--- config.mk ---
export PLATFORM = sky130hd
export DESIGN_NAME = asym_pack_fifo_s1
export DESIGN_NICKNAME = d
export VERILOG_FILES = /design/src/rtl/asym_pack_fifo_pkg.sv /design/src/rtl/asym_pack_fifo_inbuf.sv /design/src/rtl/asym_pack_fifo_s1.sv
export SDC_FILE = /design/constraint.sdc
export NUM_CORES = 1
export LEC_CHECK = 0
export ABC_AREA = 1
export CAP_MARGIN = 15
export CELL_PAD_IN_SITES_DETAIL_PLACEMENT = 1
export CELL_PAD_IN_SITES_GLOBAL_PLACEMENT = 1
export CORE_UTILIZATION = 44
export CTS_CLUSTER_DIAMETER = 120
export DETAILED_ROUTE_END_ITERATION = 10
export PLACE_DENSITY_LB_ADDON = 0.1
export SLEW_MARGIN = 10
export SYNTH_ARGS = -nofsm -noshare
export SYNTH_HDL_FRONTEND = slang
export SYNTH_HIERARCHICAL = 1
export SYNTH_SLANG_ARGS = --single-unit
--- constraint.sdc ---
create_clock -name clk -period 2.8 [get_ports clk]
set_input_delay 0.7 -clock clk [delete_from_list [all_inputs] [get_ports clk]]
set_output_delay 0.7 -clock clk [all_outputs]
set_load 0.1 [all_outputs]
--- src/rtl/asym_pack_fifo_pkg.sv ---
// Shared width helpers, default-configuration constants and the fault-kind enum
// for the narrow-to-wide packing FIFO.
package asym_pack_fifo_pkg;

  function automatic int clog2_f(input int value);
    int w;
    w = 0;
    while ((1 << w) < value) w++;
    return w;
  endfunction

  // Bits needed to hold 0..maxValue, never less than one.
  function automatic int width_for(input int maxValue);
    int w;
    w = clog2_f(maxValue + 1);
    return (w < 1) ? 1 : w;
  endfunction

  localparam int DEF_IN_W  = 8;
  localparam int DEF_OUT_W = 24;
  localparam int DEF_DEPTH = 8;

  localparam int K      = DEF_OUT_W / DEF_IN_W;
  localparam int PCNT_W = width_for(K - 1);
  localparam int ADDR_W = width_for(DEF_DEPTH - 1);
  localparam int CNT_W  = width_for(DEF_DEPTH);

  typedef enum logic [1:0] {
    NONE,
    OVERFLOW,
    UNDERFLOW,
    FLUSH_FULL
  } fault_e;

endpackage

--- src/rtl/asym_pack_fifo_inbuf.sv ---
// Sub-word packer: collects narrow pushes into one wide word, zero-padding
// unfilled slots when a partial word is flushed.
module asym_pack_fifo_inbuf
  import asym_pack_fifo_pkg::*;
#(
  parameter int InW       = 8,
  parameter int OutW      = 24,
  parameter int ByteOrder = 0,
  localparam int NumSlots = OutW / InW,
  localparam int PcntW    = width_for(NumSlots - 1)
) (
  input  logic             clk_i,
  input  logic             rst_i,
  input  logic             push_i,
  input  logic             flush_i,
  input  logic             accept_i,
  input  logic [InW-1:0]   data_in_i,
  output logic [PcntW-1:0] pcnt_o,
  output logic [PcntW-1:0] pcnt_next_o,
  output logic             word_valid_o,
  output logic [OutW-1:0]  word_o
);

  logic [PcntW-1:0] pcntQ, pcntD;
  logic [InW-1:0]   slotQ [NumSlots-1];
  logic             lastSlot;

  assign lastSlot     = (pcntQ == PcntW'(NumSlots - 1));
  assign word_valid_o = (push_i && lastSlot) || (flush_i && (push_i || pcntQ != '0));
  assign pcnt_o       = pcntQ;
  assign pcnt_next_o  = pcntD;

  // A rejected word write leaves the packer untouched, push included.
  always_comb begin
    pcntD = pcntQ;
    if (word_valid_o) begin
      if (accept_i) pcntD = '0;
    end else if (push_i) begin
      pcntD = pcntQ + 1'b1;
    end
  end

  always_ff @(posedge clk_i or posedge rst_i) begin
    if (rst_i) pcntQ <= '0;
    else       pcntQ <= pcntD;
  end

  always_ff @(posedge clk_i) begin
    if (push_i && !word_valid_o) slotQ[pcntQ] <= data_in_i;
  end

  for (genvar g = 0; g < NumSlots; g++) begin : gSlot
    logic [InW-1:0] slotVal;
    if (g < NumSlots - 1) begin : gStored
      assign slotVal = (PcntW'(g) < pcntQ) ? slotQ[g] :
                       (push_i && PcntW'(g) == pcntQ) ? data_in_i : '0;
    end else begin : gLast
      assign slotVal = (push_i && lastSlot) ? data_in_i : '0;
    end
    if (ByteOrder == 0) begin : gMsbFirst
      assign word_o[OutW-1-g*InW -: InW] = slotVal;
    end else begin : gLsbFirst
      assign word_o[g*InW +: InW] = slotVal;
    end
  end

endmodule

--- src/rtl/asym_pack_fifo_s1.sv ---
// Single-clock narrow-to-wide packing FIFO with show-ahead output and registered flags.
// Build macro ASYM_PACK_FIFO_STICKY_ERR_EN makes error latch until reset.
module asym_pack_fifo_s1
  import asym_pack_fifo_pkg::*;
#(
  parameter int data_in_width  = 8,
  parameter int data_out_width = 24,
  parameter int depth          = 8,
  parameter int ae_level       = 2,
  parameter int af_level       = 2,
  parameter int byte_order     = 0
) (
  input  logic                      clk,
  input  logic                      rst,
  input  logic                      push_req_n,
  input  logic                      flush_n,
  input  logic                      pop_req_n,
  input  logic [data_in_width-1:0]  data_in,
  output logic                      empty,
  output logic                      almost_empty,
  output logic                      half_full,
  output logic                      almost_full,
  output logic                      ram_full,
  output logic                      full,
  output logic                      part_wd,
  output logic                      error,
  output logic [data_out_width-1:0] data_out
);

  localparam int NumSlots = data_out_width / data_in_width;
  localparam int PcntW    = width_for(NumSlots - 1);
  localparam int AddrW    = width_for(depth - 1);
  localparam int CntW     = width_for(depth);

  logic                      pushReq, flushReq, popReq;
  logic                      popOk, wrAllowed, wrEn, wordValid;
  logic [PcntW-1:0]          pcnt, pcntNext;
  logic [data_out_width-1:0] word;
  logic [CntW-1:0]           countQ, countD;
  logic [AddrW-1:0]          wrPtrQ, wrPtrD, rdPtrQ, rdPtrD;
  logic [data_out_width-1:0] ramQ [depth];
  fault_e                    fault;
  logic emptyQ, emptyD, almostEmptyQ, almostEmptyD, halfFullQ, halfFullD;
  logic almostFullQ, almostFullD, ramFullQ, ramFullD, fullQ, fullD;
  logic partWdQ, partWdD, errorQ, errorD;

  assign pushReq  = !push_req_n;
  assign flushReq = !flush_n;
  assign popReq   = !pop_req_n;

  function automatic logic [AddrW-1:0] nextAddr(input logic [AddrW-1:0] p);
    return (p == AddrW'(depth - 1)) ? '0 : p + 1'b1;
  endfunction

  asym_pack_fifo_inbuf #(
    .InW       (data_in_width),
    .OutW      (data_out_width),
    .ByteOrder (byte_order)
  ) uInbuf (
    .clk_i        (clk),
    .rst_i        (rst),
    .push_i       (pushReq),
    .flush_i      (flushReq),
    .accept_i     (wrAllowed),
    .data_in_i    (data_in),
    .pcnt_o       (pcnt),
    .pcnt_next_o  (pcntNext),
    .word_valid_o (wordValid),
    .word_o       (word)
  );

  // A full RAM still takes a word when a valid pop frees a slot on the same edge.
  always_comb begin
    popOk     = popReq && (countQ != '0);
    wrAllowed = (countQ != CntW'(depth)) || popOk;
    wrEn      = wordValid && wrAllowed;
    fault     = NONE;
    if (wordValid && !wrAllowed) begin
      fault = (pushReq && pcnt == PcntW'(NumSlots - 1)) ? OVERFLOW : FLUSH_FULL;
    end else if (popReq && countQ == '0) begin
      fault = UNDERFLOW;
    end
    countD = countQ;
    if (wrEn && !popOk)      countD = countQ + 1'b1;
    else if (popOk && !wrEn) countD = countQ - 1'b1;
    wrPtrD = wrEn  ? nextAddr(wrPtrQ) : wrPtrQ;
    rdPtrD = popOk ? nextAddr(rdPtrQ) : rdPtrQ;
  end

  always_comb begin
    emptyD       = (countD == '0);
    almostEmptyD = (32'(countD) <= ae_level);
    halfFullD    = (32'(countD) >= (depth + 1) / 2);
    almostFullD  = (32'(countD) + af_level >= depth);
    ramFullD     = (countD == CntW'(depth));
    fullD        = ramFullD && (pcntNext == PcntW'(NumSlots - 1));
    partWdD      = (pcntNext != '0);
`ifdef ASYM_PACK_FIFO_STICKY_ERR_EN
    errorD       = errorQ || (fault != NONE);
`else
    errorD       = (fault != NONE);
`endif
  end

  always_ff @(posedge clk or posedge rst) begin
    if (rst) begin
      countQ       <= '0;
      wrPtrQ       <= '0;
      rdPtrQ       <= '0;
      emptyQ       <= 1'b1;
      almostEmptyQ <= 1'b1;
      halfFullQ    <= 1'b0;
      almostFullQ  <= 1'b0;
      ramFullQ     <= 1'b0;
      fullQ        <= 1'b0;
      partWdQ      <= 1'b0;
      errorQ       <= 1'b0;
    end else begin
      countQ       <= countD;
      wrPtrQ       <= wrPtrD;
      rdPtrQ       <= rdPtrD;
      emptyQ       <= emptyD;
      almostEmptyQ <= almostEmptyD;
      halfFullQ    <= halfFullD;
      almostFullQ  <= almostFullD;
      ramFullQ     <= ramFullD;
      fullQ        <= fullD;
      partWdQ      <= partWdD;
      errorQ       <= errorD;
    end
  end

  always_ff @(posedge clk) begin
    if (wrEn) ramQ[wrPtrQ] <= word;
  end

  assign empty        = emptyQ;
  assign almost_empty = almostEmptyQ;
  assign half_full    = halfFullQ;
  assign almost_full  = almostFullQ;
  assign ram_full     = ramFullQ;
  assign full         = fullQ;
  assign part_wd      = partWdQ;
  assign error        = errorQ;
  assign data_out     = emptyQ ? '0 : ramQ[rdPtrQ];

endmodule

==> reports/metrics.yaml, run 1 <==
outcome:
  status: "finished with violations"
  violations: "negative setup slack"
final_layout:
  layout-drive-gt1-share: 0.2739
  nets: 904
  fill_cells: 2047
  syn2layout_area_growth_pct: 32.44
  n_antenna_cell: 0
sta:
  setup_viol: 24
  relSlewSlack: 0.3499
  rsz0062_at_grt: "yes"
  skew_ps: 8.287
  period_share: 1.054
  report.final.slew_viol_count: 0
  worst_slack_ps: -150.8
  fmax_mhz: 338.9
  hold_viol_final: 0
  tightestPinTransition_ps: 965.0
  min_period_ps: 2951
detailed_routing:
  first_pass_iters: 5
  wirelength_um: 27290
  wl_per_cell_um: 23.36
  post_drt_via_cell_ratio: 5.586
  ant_nets: 0
  drc: 0
  drt_iter0_markers: 445
  num_vias: 6525
placement:
  dpl.hpwl_um: 14710
  place_ws_ps: -172.3
  gp_congestion: 0.7728
  io_buffers: 44
die:
  coreArea_um2: 20560
  die_w_um: 147.9
  die_area_um2: 21860
  rows: 52
  io-pin-count: 45
  initial_core_util: 0.4553
  fp.dieH_um: 147.9
setup_path:
  crit_fanout: 7
  crit_type: "reg -> out"
  reg2reg_from: "uInbuf/pcnt_o[1]"
  crit_family: "buffers and inverters"
  max_stage_delay_ps: 430
  path_common_cell: "buf_12"
  critPathLaunchType: "flip-flop"
  r2r_end: "ramQ[3][14]"
  cp.required_ps: 2100
  cp_slowest_cell: "dfrtp_4"
  path_buf_inv: 4
  worstPathCellList: "buf_4, buf_6, buf_12, o21ai_2, o22ai_2, o21ai_1, a31oi_2, buf_12"
  worst-path-stages: 8
  reg2reg_depth: 10
  rrSetupSlack_ps: 180
  cp-end-kind: "output port"
  worstPathArrival_ps: 2250
clocking:
  cts-root-buf: "clkbuf_16"
  cts_buffer_depth: 3
  htree_levels: 1
  cts_sinks: 228
  tritoncts: "done"
  clock_latency_ps: 520
  cts_buffers: 24
  path_clk_slew_ps: 60
  holdBufCountCts: 0
synth:
  syn_area_um2: 9361
  syn_area_per_cell_um2: 12.08
  synth_cell_types: 31
  synth_cells: 775
  yosys_warnings: 6
  synth_adder_area_share: 0.01203
  synth_compound_area_frac: 0.1113
  synth_top_family_by_area: "simple AND/OR/NAND/NOR gates"
  syn_nets: 797
  synth_xor_area_frac: 0.0009356
  synth-simple-area-share: 0.1133
  synth.area.mux_share: 0
  yosysSeqAreaShare: 0.7209
  ys_seq_elements: 228
global_routing:
  grt-busiest-layer: "met2"
  use_met1: 0.3227
  grt_remaining_overflow: 0
  grt_pass1_vias: 7051
  grt_antenna_before_repair: 0
  grt_pass1_wl_um: 40510
  grt_max_degree: 50
  grtUsageTotal: 0.2487
  met3_usage: 0.03086
  use_met2: 0.4316
worst_hold_path:
  hp-class: "in -> async"
run:
  maxCapViolations: 0
[logic make-up (layout without fill, tap and decap cells)]
kind of cell | after synthesis | count (layout)
adder cells (fa/ha/maj) | 9 | 9
AND/OR/NAND/NOR | 254 | 254
buffers and inverters | 90 | 213
XOR/XNOR | 1 | 1
flip-flops | 228 | 228
AO/OA/AOI/OAI | 193 | 193
[worst reg2reg max path: stages, from the launching register on]
cell,delay [ps]
dfrtp_2,540
inv_2,70
ha_1,350
nand2_1,190
nand2_1,110
inv_1,80
nand2_1,90
inv_1,140
nand2_1,190
nor2_2,280
buf_4,270
[what timing repair did]
item	CTS	global route
endpoints found under the setup margin	24	102
setup buffers	15	5
cloned	10	8
pin swaps	36	41
resized for setup	72	75
hold endpoints to repair	0	0
[worst max-delay path by stage]
stage	startpoint	endpoint	slack, ps
after global placement	push_req_n	ramQ[1][12]	-50
final	rdPtrQ[0]	data_out[23]	-150
after global routing	rdPtrQ[0]	data_out[22]	-210
after detailed placement	push_req_n	ramQ[1][10]	-170
after floorplan	push_req_n	ramQ[0][0]	-290
after CTS	rdPtrQ[0]	data_out[21]	-130
[registers in the layout, indices dropped and copies added, names as in the netlist]
signal	cells
almost_full	1
rdPtrQ	3
wrPtrQ	3
ram_full	1
almost_empty	1
error	1
empty	1
part_wd	1
ramQ	192
half_full	1
full	1
uInbuf/slotQ	16
uInbuf/pcnt_o	2
countQ	4
[Yosys cell counts (all sizes together)]
cell type / count / area [um2]
or2: 2 / 12.51
o31ai: 1 / 7.510
o21ai: 134 / 670.7
dfstp: 2 / 52.55
edfxtp: 208 / 6246
nor2: 171 / 644.4
inv: 49 / 186.4
o21a: 1 / 7.510
nand3: 13 / 82.58
o22ai: 33 / 206.5
nor3: 2 / 15.01
xnor2: 1 / 8.760
nand2: 63 / 281.5
clkbuf: 24 / 90.09
buf: 17 / 111.4
dfrtp: 18 / 450.4
nand4: 3 / 25.02
ha: 9 / 112.6
a31oi: 24 / 150.1
[through the flow]
stage / utilization / TNS (ps) / cell area (um2) / cells / hold slack [ps]
6_report: 0.6030 / -2105 / 12400 / 1168 / 356.2
3_3_place_gp: 0.5248 / -1049 / 10790 / 1091 / 538.7
4_1_cts: 0.5877 / -2163 / 12080 / 1158 / 356.9
5_1_grt: 0.6030 / -3555 / 12400 / 1168 / 386.8
2_1_floorplan: - / -27640 / 9522 / 775 / 441.2
3_5_place_dp: 0.5248 / -14690 / 10790 / 1091 / 565.3
[layout by cell type, fill, tap and decap left out, drive strengths merged, types with 2 or more instances in the layout]
cell	n
edfxtp	208
nor2	171
o21ai	134
buf	99
nand2	63
inv	51
clkbuf	33
o22ai	33
a31oi	24
dfrtp	18
nand3	13
clkinv	13
clkdlybuf4s50	12
ha	9
nand4	3
or2	2
dfstp	2
bufinv	2
bufbuf	2
nor3	2
[area by class of cell]
class	instances	area, um2	area share
timing repair buffer	120	1757	0.1417
tap	270	337.8	0.02725
timing repair inverter	2	20.02	0.001615
multi-input combinational	457	2582	0.2083
sequential	228	6755	0.5449
clock inverter	16	138.9	0.01120
inverter	49	198.9	0.01605
clock buffer	26	608.1	0.04905
[routing by layer]
metal  vias up  part of all wire
met3        47             0.050
met1      3297              0.42
met4         0             0.024
met5         -                 0
met2       191              0.50
li1       2990                 -
Power of run 1 is not shown: default switching activity piles up to over one toggle a cycle in this logic, so the estimate is an artifact.
==> run 2: changes to the inputs <==
Settings changed: ABC_CLOCK_PERIOD_IN_PS set to 2800.
==> results of run 2 <==
Same layout as run 1: the final DEF is identical, and so are final timing and power.
Power of run 2 is left out for the same reason.
